--- config.mk ---
export PLATFORM = sky130hd
export DESIGN_NAME = arbiter_rr_param
export DESIGN_NICKNAME = d
export VERILOG_FILES = /design/src/rtl/arb_pkg.sv /design/src/rtl/arb_rr_pick.sv /design/src/rtl/arbiter_rr_param.sv
export SDC_FILE = /design/constraint.sdc
export NUM_CORES = 1
export LEC_CHECK = 0
export CAP_MARGIN = 20
export CORE_ASPECT_RATIO = 1.25
export CORE_MARGIN = 2
export CORE_UTILIZATION = 35
export DETAILED_ROUTE_END_ITERATION = 6
export GPL_TIMING_DRIVEN = 0
export PLACE_DENSITY = 0.64
export SETUP_SLACK_MARGIN = 0.05
export SLEW_MARGIN = 20
export SYNTH_ARGS = -nofsm -noshare
export SYNTH_HDL_FRONTEND = slang
export SYNTH_SLANG_ARGS = --single-unit
--- constraint.sdc ---
create_clock -name clk -period 2.8 [get_ports clk]
set_input_delay 0.56 -clock clk [delete_from_list [all_inputs] [get_ports clk]]
set_output_delay 0.56 -clock clk [all_outputs]
set_load 0.005 [all_outputs]
--- src/rtl/arb_pkg.sv ---
// Shared types and helpers for the N-way bus arbiter (arbiter_rr_param).
package arb_pkg;

    typedef enum logic {
        ARB_IDLE    = 1'b0,
        ARB_GRANTED = 1'b1
    } arb_state_t;

    localparam int ARB_MODE_STRICT = 0;
    localparam int ARB_MODE_RR     = 1;

    // Returns the index of the set bit; the result is only meaningful for a one-hot input.
    function automatic logic [3:0] onehot_to_idx(input logic [15:0] i_oh);
        logic [3:0] r_idx;
        r_idx = '0;
        for (int i = 0; i < 16; i++) begin
            if (i_oh[i]) r_idx = r_idx | 4'(i);
        end
        return r_idx;
    endfunction

endpackage

--- src/rtl/arb_rr_pick.sv ---
// Combinational winner pick: rotate requests by the start index, take the lowest set bit, rotate back.
// Zero latency; there is no flow control (pure function of its inputs).
module arb_rr_pick
    import arb_pkg::*;
#(
    parameter int NUM_REQ = 4,
    parameter int IW      = (NUM_REQ > 1) ? $clog2(NUM_REQ) : 1
) (
    input  logic [NUM_REQ-1:0] i_req,
    input  logic [IW-1:0]      i_start,
    output logic [NUM_REQ-1:0] o_win_oh,
    output logic [IW-1:0]      o_win_idx,
    output logic               o_any
);

    logic [NUM_REQ-1:0] w_rot;
    logic [NUM_REQ-1:0] w_rot_oh;
    logic [NUM_REQ-1:0] w_win_oh;

    always_comb begin
        w_rot    = '0;
        w_win_oh = '0;
        for (int i = 0; i < NUM_REQ; i++) begin
            w_rot[i] = i_req[(i + int'(i_start)) % NUM_REQ];
        end
        // Isolate the lowest set bit of the rotated vector.
        w_rot_oh = w_rot & (~w_rot + NUM_REQ'(1));
        for (int k = 0; k < NUM_REQ; k++) begin
            w_win_oh[(k + int'(i_start)) % NUM_REQ] = w_rot_oh[k];
        end
    end

    assign o_win_oh  = w_win_oh;
    assign o_win_idx = IW'(onehot_to_idx(16'(w_win_oh)));
    assign o_any     = |i_req;

endmodule

--- src/rtl/arbiter_rr_param.sv ---
// N-way bus arbiter: strict priority or round-robin, grant held until end of access (optional ARB_TIMEOUT_EN).
// Request-to-grant takes 1 cycle; handover on release happens with no idle cycle; a request waits as long as the owner holds.
module arbiter_rr_param
    import arb_pkg::*;
#(
    parameter int NUM_REQ  = 4,
    parameter int MODE     = 1,
    parameter int MAX_HOLD = 255,
    parameter int IW       = (NUM_REQ > 1) ? $clog2(NUM_REQ) : 1
) (
    input  logic               clk,
    input  logic               reset,
    input  logic [NUM_REQ-1:0] req_vec,
    input  logic [NUM_REQ-1:0] end_access_vec,
    output logic [NUM_REQ-1:0] gnt_vec,
    output logic [IW-1:0]      gnt_id,
    output logic               gnt_valid,
    output logic               timeout_pulse
);

    arb_state_t         r_state;
    logic [NUM_REQ-1:0] r_gnt_vec;
    logic [IW-1:0]      r_gnt_id;
    logic [IW-1:0]      r_last;

    logic [IW-1:0]      w_start;
    logic [NUM_REQ-1:0] w_pick_oh;
    logic [IW-1:0]      w_pick_idx;
    logic               w_any;
    logic               w_owner_end;
    logic               w_timeout;
    logic               w_release;
    logic               w_new_grant;

    always_comb begin
        w_start = '0;
        if (MODE == ARB_MODE_RR) begin
            w_start = (r_last == IW'(NUM_REQ - 1)) ? '0 : r_last + 1'b1;
        end
    end

    arb_rr_pick #(
        .NUM_REQ (NUM_REQ),
        .IW      (IW)
    ) u_pick (
        .i_req     (req_vec),
        .i_start   (w_start),
        .o_win_oh  (w_pick_oh),
        .o_win_idx (w_pick_idx),
        .o_any     (w_any)
    );

    // Only the current owner's end_access bit counts.
    assign w_owner_end = |(end_access_vec & r_gnt_vec);
    assign w_release   = (r_state == ARB_GRANTED) && (w_owner_end || w_timeout);
    assign w_new_grant = w_any && ((r_state == ARB_IDLE) || w_release);

`ifdef ARB_TIMEOUT_EN
    localparam int CW = (MAX_HOLD > 1) ? $clog2(MAX_HOLD) : 1;
    logic [CW-1:0] r_hold_cnt;

    assign w_timeout = (r_state == ARB_GRANTED) && !w_owner_end &&
                       (r_hold_cnt == CW'(MAX_HOLD - 1));

    always_ff @(posedge clk or posedge reset) begin
        if (reset) begin
            r_hold_cnt <= '0;
        end else if (w_new_grant) begin
            r_hold_cnt <= '0;
        end else if (r_state == ARB_GRANTED) begin
            r_hold_cnt <= r_hold_cnt + 1'b1;
        end
    end
`else
    assign w_timeout = 1'b0;
`endif

    always_ff @(posedge clk or posedge reset) begin
        if (reset) begin
            r_state   <= ARB_IDLE;
            r_gnt_vec <= '0;
            r_gnt_id  <= '0;
            r_last    <= IW'(NUM_REQ - 1);
        end else if (w_new_grant) begin
            r_state   <= ARB_GRANTED;
            r_gnt_vec <= w_pick_oh;
            r_gnt_id  <= w_pick_idx;
            r_last    <= w_pick_idx;
        end else if (w_release) begin
            r_state   <= ARB_IDLE;
            r_gnt_vec <= '0;
            r_gnt_id  <= '0;
        end
    end

    assign gnt_vec       = r_gnt_vec;
    assign gnt_id        = r_gnt_id;
    assign gnt_valid     = |r_gnt_vec;
    assign timeout_pulse = w_timeout;

endmodule

==> results.json, run 1 <==
{
  "finish.utilization_pct": 47.4,
  "placement_rows": 20,
  "root_buffer": "clkbuf_4",
  "hold_start": "gnt_id[1]",
  "die_area_sq_mm": 0.00296,
  "finalSetupViolCount": 0,
  "slew_headroom_pct": 57.5,
  "area_growth_pct": 29.4,
  "syn_avg_cell_area_sq_um": 8.47,
  "rsz0062_at_grt": "no",
  "drt-vias-per-instance": 5.42,
  "final_cell_area_sq_mm": 0.00115,
  "ir_drop_mv": 0.534,
  "die_h_um": 60.4,
  "cts.sinks": 9,
  "cts_max_path_buffers": 2,
  "finalClockSkew_ns": 0.00456,
  "yosysSeqAreaShare_pct": 25.6,
  "clkTransAtPathRegs_ns": 0.06,
  "critPathKind": "reg2reg",
  "hold_class": "reg2reg",
  "gp_congestion": 0.812,
  "dpl.hpwl_um": 1730,
  "grt_pass1_vias": 847,
  "worstSetupStartpointType": "flop",
  "drc": 0,
  "setup-tns-final_ns": 0,
  "crit_required_ns": 2.98,
  "grtUsageTotal_pct": 16.5,
  "detailedRoute.firstIterationViolations": 21,
  "grt_antenna_before_repair": 0,
  "num_vias": 872,
  "design.core.area_sq_mm": 0.00243,
  "die_w_um": 49.1,
  "cap_violations": 0,
  "grt_max_degree": 11,
  "drt_first_pass_iters": 4,
  "pre_cts_ws_ns": 0.0536,
  "hold_depth": 2,
  "r2r-start": "r_last[1]",
  "routedWlPerCell_um": 13.7,
  "clk_latency_ns": 0.26,
  "p_total_mw": 1.41,
  "crit_path_end_kind": "flop",
  "nFillCells": 247,
  "fin_nets": 147,
  "routed_wirelength_um": 2210,
  "multi_input_area_sq_um": 624,
  "p_leak_nw": 0.501,
  "hold_end": "gnt_id[1]",
  "rr_worst_depth": 9,
  "final_cell_mix": "17 x nand2_1, 16 x clkdlybuf4s50_1, 9 x nor2_1",
  "drive_gt1_share_pct": 17.2,
  "setup_ws_ns": 0.202,
  "hold_buffers": 0,
  "place_area_sq_mm": 0.00109,
  "worst_pin_slew_ns": 0.634,
  "synth-seq-cells": 9,
  "diodes": 0,
  "io_buffers": 16,
  "status": "finished, final reports clean",
  "slew_viol_final": 0,
  "ios": 18,
  "syn-num-nets": 123,
  "cellPowerDensity_mw_per_mm2": 1220,
  "netlist_area_sq_um": 890,
  "ant_nets": 0,
  "yosysWarnings": 0,
  "grt_pass1_wl_um": 3840,
  "cts_buffers": 3,
  "initial_core_util_pct": 36.6,
  "final_common_cell": "nand2_1",
  "regArea_sq_um": 228,
  "critPathLaunch": "r_last[1]",
  "fmax_mhz": 385,
  "grt_remaining_overflow": 0,
  "cp_max_fo": 9,
  "htree_levels": 1,
  "hold_violations": 0,
  "synthCells": 105,
  "finalCritPeriodShare_pct": 92.8,
  "reg2reg_slack_ns": 0.20,
  "synth_cell_types": 45,
  "crit_arrival_ns": 2.78,
  "r2r-end": "gnt_id[0]",
  "cts_tree": "yes",
  "fin_crit_ns": 2.60
}
where the power goes:
| part | switching, mW | internal (mW) |
|---|---|---|
| Combinational | 0.543 | 0.505 |
| Clock | 0.0435 | 0.0548 |
| Sequential | 0.0602 | 0.204 |
area by class of cell:
class | count | share of cell area (%)
Multi-Input combinational cell | 87 | 54.2
Sequential cell | 9 | 19.8
Timing Repair Buffer | 19 | 15.9
Tap cell | 33 | 3.59
Buffer | 4 | 2.61
Clock buffer | 4 | 2.28
Inverter | 5 | 1.63
layer usage:
metal	wire, um	GRT usage [%]	share of wire, %
met5	0	0	0
met2	1180	31.3	53
met3	116	2.71	5.2
met1	913	18.6	41
met4	8	6.53	0.36
per-stage QoR:
| step | cells | hold WS (ns) |
|---|---|---|
| after global routing | 161 | 0.533 |
| after global placement | 154 | 0.493 |
| after detailed placement | 154 | 0.490 |
| after floorplan | 105 | 0.386 |
| final | 161 | 0.506 |
| after CTS | 158 | 0.507 |
cells in the mapped netlist, drive strengths merged:
cell type	n	area, sq um
buf	3	26.3
nand2	17	63.8
nand4	3	25.0
o22ai	1	6.26
a222oi	1	10.0
or3	1	11.3
mux4	1	22.5
a21o	1	7.51
a21oi	1	5.00
a311oi	1	8.76
o31ai	2	15.0
clkbuf	1	3.75
ha	8	100
or3b	1	8.76
nor4b	1	8.76
inv	5	18.8
nor4	2	12.5
nand4b	2	17.5
dfstp	2	52.6
o311a	1	10.0
or2	1	6.26
a2bb2oi	1	8.76
or4	2	15.0
mux2	1	11.3
nor3b	2	20.0
nor2	11	43.8
mux2i	3	30.0
o21ai	4	20.0
conb	1	3.75
nand3b	1	11.3
o2111ai	1	8.76
or4b	1	10.0
nor3	1	5.00
o21a	1	7.51
nand3	4	20.0
a32o	1	10.0
nand2b	2	12.5
a311o	1	10.0
o211ai	1	7.51
dfrtp	7	175
a31oi	3	18.8
cell families after synthesis:
group	share of synthesized area (%)
muxes	7.17
adders and majority gates	11.3
AOI/OAI and AO/OA	17.3
other	0.422
DFF	25.6
buffers and inverters	5.48
and+or+nand+nor	32.8
sequential cells by signal, indices dropped and copies added, names as in the netlist:
register,count
gnt_vec,4
gnt_id,2
r_last,2
r_state,1
worst max-delay path by stage:
stage / to / slack, ns / cells past startpoint
final: gnt_id[0] / 0.20 / 9
after global routing: r_last[0] / 0.03 / 9
after CTS: gnt_id[0] / 0.07 / 9
after detailed placement: gnt_id[0] / 0.05 / 7
after global placement: gnt_id[0] / 0.09 / 7
after floorplan: r_last[0] / 0.37 / 9
repair_timing:
| item | CTS | global route |
|---|---|---|
| buffers inserted | 0 | 3 |
| setup endpoints to repair | 0 | 7 |
| gates resized for setup | 0 | 3 |
worst max-delay path, cell delays in order (launching register included):
cell	delay, ns
dfstp_2	0.58
inv_1	0.10
ha_1	0.18
buf_4	0.17
nor2_2	0.14
mux4_2	0.38
or3_4	0.46
nor3b_4	0.22
o31ai_1	0.14
nand3_1	0.14
Power figures use the tool's default switching activity.
==> run 2: changes to the inputs <==
--- a/config.mk
+++ b/config.mk
@@ -11,7 +11,7 @@
 export CORE_UTILIZATION = 35
 export DETAILED_ROUTE_END_ITERATION = 6
 export GPL_TIMING_DRIVEN = 0
-export PLACE_DENSITY = 0.64
+export PLACE_DENSITY = 0.68
 export SETUP_SLACK_MARGIN = 0.05
 export SLEW_MARGIN = 20
 export SYNTH_ARGS = -nofsm -noshare
==> run 2 against run 1 <==
  * Non-clock buffer count is 2 lower
  * Largest power group unchanged
  * Largest cell class unchanged
  * Sequential power about the same
  * Combinational power hardly changed
==> results.json, run 2 (synthesis gave the netlist of run 1 again) <==
{
  "status": "finished, final reports clean",
  "design.core.area_sq_mm": 0.00243,
  "p_comb_share_pct": 74.0,
  "drive_gt1_share_pct": 16.7,
  "crit_path_end_kind": "flop",
  "p_leak_nw": 0.492,
  "hold_depth": 2,
  "final_common_cell": "nand2_1",
  "sequentialPowerShare_pct": 18.8,
  "fin_nets": 145,
  "grt_remaining_overflow": 0,
  "routed_wirelength_um": 2250,
  "hold_violations": 0,
  "area_growth_pct": 28.1,
  "worst_pin_slew_ns": 0.701,
  "switching_share_pct": 46.4,
  "die_w_um": 49.1,
  "clk_latency_ns": 0.26,
  "cap_violations": 0,
  "met3_length_um": 78,
  "p_int_mw": 0.755,
  "cp_max_fo": 10,
  "num_vias": 869,
  "diodes": 0,
  "switching_power_mw": 0.654,
  "rr_worst_depth": 9,
  "final_cell_mix": "17 x nand2_1, 16 x clkdlybuf4s50_1, 9 x nor2_1",
  "grt_pass1_wl_um": 4070,
  "fmax_mhz": 387,
  "grtUsageTotal_pct": 17.3,
  "cts_tree": "yes",
  "grt_antenna_before_repair": 0,
  "ant_nets": 0,
  "hold_class": "reg2reg",
  "die_area_sq_mm": 0.00296,
  "crit_arrival_ns": 2.77,
  "die_h_um": 60.4,
  "nFillCells": 246,
  "initial_core_util_pct": 36.6,
  "setup-tns-final_ns": 0,
  "placement_rows": 20,
  "grt_pass1_vias": 849,
  "power_frac_clock_pct": 7.2,
  "crit_required_ns": 2.98,
  "fin_crit_ns": 2.59,
  "grt_max_degree": 11,
  "routed-wl-met2_um": 1100,
  "p_total_mw": 1.41,
  "detailedRoute.firstIterationViolations": 9,
  "setup_ws_ns": 0.213,
  "drc": 0,
  "pre_cts_ws_ns": 0.0397,
  "finalCritPeriodShare_pct": 92.4,
  "dpl.hpwl_um": 1690,
  "cellPowerDensity_mw_per_mm2": 1240,
  "ir_drop_mv": 0.548,
  "clkTransAtPathRegs_ns": 0.06,
  "slew_viol_final": 0,
  "rsz0062_at_grt": "no",
  "slew_headroom_pct": 53.0,
  "finalSetupViolCount": 0,
  "met1Wirelength_um": 1050,
  "largest_register_ffs": 4,
  "ios": 18,
  "io_buffers": 16,
  "cts_max_path_buffers": 2,
  "dp_cells": 154,
  "gp_congestion": 0.839,
  "cts.sinks": 9,
  "drt-vias-per-instance": 5.47,
  "critPathKind": "reg2reg",
  "cts_buffers": 3,
  "htree_levels": 1,
  "root_buffer": "clkbuf_4",
  "finalClockSkew_ns": 0.00145,
  "worstSetupStartpointType": "flop",
  "hold_buffers": 0,
  "dr.max_layer_used": "met4",
  "drt_first_pass_iters": 6,
  "routedWlPerCell_um": 14.1,
  "final_cells": 159
}
run 2: layer usage:
| layer | vias to the layer above | global-route usage [%] |
|---|---|---|
| li1 | 431 | - |
| met1 | 411 | 22.0 |
| met2 | 25 | 31.3 |
| met3 | 2 | 2.22 |
| met4 | 0 | 4.90 |
| met5 | - | 0 |
run 2: worst max-delay path: stages (launching register included):
cell and delay (ns):
dfstp_2 0.60, buf_6 0.15, inv_1 0.09, ha_2 0.24, nor2_2 0.13, mux4_2 0.34
or3_4 0.44, nand3b_2 0.09, nand4_2 0.17, a31oi_2 0.26
run 2: worst paths after layout:
check,start,to,slack (ns)
min in group asynchronous,reset,gnt_id[0],0.56
min,gnt_id[0],gnt_id[0],0.51
max,r_last[0],r_last[0],0.21
min reg2reg,gnt_id[0],gnt_id[0],0.51
max in group asynchronous,reset,r_last[1],1.94
max reg2reg,r_last[0],r_last[0],0.21
run 2: repair_timing:
action	4_1_cts	5_1_grt
cloned	0	0
buffers inserted	1	0
setup endpoints to repair	1	6
pin swaps	1	0
resized for setup	0	4
run 2: power groups by stage:
| stage | clock, mW | sequential, mW | combinational (mW) |
|---|---|---|---|
| floorplan | 0 | 0.258 | 0.706 |
| global placement | 0 | 0.267 | 0.960 |
| detailed placement | 0 | 0.266 | 0.984 |
| CTS | 0.106 | 0.266 | 1.01 |
| global route | 0.113 | 0.280 | 1.16 |
| finish | 0.101 | 0.265 | 1.04 |
run 2: cell type report:
class | count | area (sq um) | area share, %
Buffer | 4 | 30.0 | 2.63
Clock buffer | 4 | 26.3 | 2.31
Inverter | 5 | 18.8 | 1.65
Multi-Input combinational cell | 87 | 628 | 55.1
Sequential cell | 9 | 228 | 20.0
Tap cell | 33 | 41.3 | 3.62
Timing Repair Buffer | 17 | 168 | 14.7
run 2: through the flow:
stage,util (%),hold WS [ns],instance area [sq um]
after global routing,47.0,0.556,1140
after CTS,46.3,0.507,1120
after detailed placement,44.9,0.488,1090
after global placement,44.9,0.488,1090
after floorplan,-,0.386,890
final,47.0,0.510,1140
==> run 3: changes to the inputs <==
--- a/config.mk
+++ b/config.mk
@@ -8,10 +8,11 @@
 export CAP_MARGIN = 20
 export CORE_ASPECT_RATIO = 1.25
 export CORE_MARGIN = 2
-export CORE_UTILIZATION = 35
+export CORE_UTILIZATION = 52
+export CTS_BUF_LIST = sky130_fd_sc_hd__clkbuf_8
 export DETAILED_ROUTE_END_ITERATION = 6
 export GPL_TIMING_DRIVEN = 0
-export PLACE_DENSITY = 0.68
+export PLACE_DENSITY = 0.91
 export SETUP_SLACK_MARGIN = 0.05
 export SLEW_MARGIN = 20
 export SYNTH_ARGS = -nofsm -noshare
==> run 3 against run 2 <==
  * First-iteration DRC count grew 140%
  * Sequential share of layout area up 0.066 points
  * Core utilization rose by 25 points
  * Worst hold slack better by 0.0096 ns
  * Cell area fell by 0.33%
  * Critical path depth is the same
  * Global-route usage is 8.9 points higher
  * Maximum frequency shrank 0.66%
  * Total power rose by 3.4%
  * Cell count is 9.4% lower
  * Register-to-register slack worse by 0.02 ns
  * Critical path type unchanged
  * Highest routed layer unchanged
==> results.json, run 3 (synthesis gave the netlist of run 1 again) <==
{
  "slew_viol_final": 0,
  "cellPowerDensity_mw_per_mm2": 1280,
  "hold_end": "gnt_id[0]",
  "num_vias": 886,
  "clkTransAtPathRegs_ns": 0.04,
  "crit_required_ns": 2.96,
  "grt_pass1_vias": 895,
  "ios": 18,
  "met3_length_um": 113,
  "die_area_sq_mm": 0.00206,
  "dpl.hpwl_um": 1750,
  "p_int_mw": 0.788,
  "rsz0062_at_grt": "no",
  "hold_start": "gnt_id[0]",
  "hold_depth": 2,
  "met1Wirelength_um": 882,
  "grt_remaining_overflow": 0,
  "worst_pin_slew_ns": 0.678,
  "cts_buffers": 3,
  "grtUsageTotal_pct": 26.3,
  "detailedRoute.firstIterationViolations": 22,
  "routed_wirelength_um": 2260,
  "drt_first_pass_iters": 4,
  "io_buffers": 16,
  "switching_share_pct": 45.9,
  "final_common_cell": "nand2_1",
  "grt_pass1_wl_um": 3720,
  "p_leak_nw": 0.500,
  "cp_cell_sequence": "buf_6 -> inv_1 -> ha_2 -> nor2_2 -> mux4_2 -> or3_4 -> nor3b_2 -> nor3_1 -> a31oi_2",
  "die_h_um": 50.2,
  "power_frac_clock_pct": 10.1,
  "ir_drop_mv": 0.713,
  "largest_register_ffs": 4,
  "worstSetupStartpointType": "flop",
  "switching_power_mw": 0.668,
  "reg2reg_slack_ns": 0.20,
  "design.core.area_sq_mm": 0.00158,
  "htree_levels": 1,
  "crit_arrival_ns": 2.76,
  "cp_max_fo": 10,
  "nFillCells": 127,
  "ant_nets": 0,
  "crit_path_max_incr_delay_ns": 0.59,
  "grt_antenna_before_repair": 0,
  "finalSetupViolCount": 0,
  "sequentialPowerShare_pct": 18.5,
  "r2r-start": "r_last[0]",
  "rr_worst_depth": 9,
  "p_comb_share_pct": 71.3,
  "grt_max_degree": 11,
  "final_cell_mix": "17 x nand2_1, 16 x clkdlybuf4s50_1, 9 x nor2_1",
  "clk_latency_ns": 0.23,
  "cap_violations": 0,
  "cts_tree": "yes",
  "fmax_mhz": 384,
  "diodes": 0,
  "initial_core_util_pct": 56.2,
  "status": "finished, final reports clean",
  "die_w_um": 41.0,
  "area_growth_pct": 27.7,
  "finalClockSkew_ns": 0.000868,
  "crit_path_end_kind": "flop",
  "p_total_mw": 1.46,
  "routed-wl-met2_um": 1190,
  "slew_headroom_pct": 54.6,
  "critPathLaunch": "r_last[0]",
  "hold_class": "reg2reg",
  "cpMaxStageDelayCell": "dfstp_2",
  "critPathKind": "reg2reg",
  "finalCritPeriodShare_pct": 93.0,
  "cts.sinks": 9,
  "drt-vias-per-instance": 6.15,
  "hold_violations": 0,
  "setup-tns-final_ns": 0,
  "gp_congestion": 0.797,
  "drc": 0,
  "dr.max_layer_used": "met4",
  "placement_rows": 16,
  "routedWlPerCell_um": 15.7,
  "r2r-end": "r_last[0]",
  "root_buffer": "clkbuf_8",
  "drive_gt1_share_pct": 16.7,
  "cts_max_path_buffers": 2,
  "fin_nets": 145,
  "hold_buffers": 0,
  "hold_ws_ns": 0.520,
  "fin_crit_ns": 2.60
}
-- run 3: changes by cell type in the layout (fill, tap and decap cells not counted) --
| cell | previous run | this run |
|---|---|---|
| mux2_4 | 1 | 0 |
| clkbuf_8 | 0 | 3 |
| clkbuf_4 | 3 | 0 |
| inv_1 | 5 | 6 |
| mux2_2 | 0 | 1 |
| clkbuf_1 | 2 | 1 |
-- run 3: critical path: cells and delay by family (launching register included) --
kind                     cells  cell delay [ns]
AND/OR/NAND/NOR              4             0.91
flip-flops                   1             0.59
multiplexers                 1             0.35
buffers and inverters        2             0.24
adder cells (fa/ha/maj)      1             0.24
AO/OA/AOI/OAI                1             0.20
-- run 3: final cells by class --
| type | count | area, sq um | area share (%) |
|---|---|---|---|
| Buffer | 4 | 30.0 | 2.64 |
| Clock buffer | 3 | 41.3 | 3.63 |
| Clock inverter | 1 | 3.75 | 0.330 |
| Inverter | 5 | 18.8 | 1.65 |
| Multi-Input combinational cell | 87 | 624 | 55.0 |
| Sequential cell | 9 | 228 | 20.0 |
| Tap cell | 18 | 22.5 | 1.98 |
| Timing Repair Buffer | 17 | 168 | 14.8 |
-- run 3: timing repair --
item | 4_1_cts | 5_1_grt
setup buffers | 1 | 0
cloned | 0 | 0
resized for setup | 0 | 3
pin swaps | 0 | 1
endpoints found under the hold margin | 0 | 0
setup endpoints to repair | 1 | 7
-- run 3: power groups by stage --
stage                     logic, mW  registers (mW)  clock network, mW
after floorplan               0.706           0.258                  0
after global placement        0.944           0.266                  0
after detailed placement      0.981           0.269                  0
after CTS                      1.00           0.271              0.150
after global routing           1.14           0.281              0.156
final                          1.04           0.270              0.148
-- run 3: stage by stage --
step                setup WS [ns]  std cells  cell area (sq um)  utilization [%]
floorplan                   0.373        105                890                -
global placement           0.0540        139               1070             67.8
detailed placement         0.0321        139               1070             67.8
CTS                        0.0866        144               1120             71.1
global route               0.0505        144               1140             71.8
finish                      0.196        144               1140             71.8
-- run 3: how the worst max path moves through the flow --
stage                      endpoint  slack [ns]  depth (start not counted)
final                     r_last[0]        0.20                          9
after global routing      r_last[1]        0.05                          8
after CTS                 r_last[0]        0.09                          9
after detailed placement  r_last[0]        0.03                          7
after global placement    r_last[0]        0.05                          7
after floorplan           r_last[0]        0.37                          9
-- run 3: routing by layer --
metal	vias up	track usage, %
met5	-	0
met4	0	15.6
met3	8	3.54
met2	39	46.9
met1	404	26.0
li1	435	-
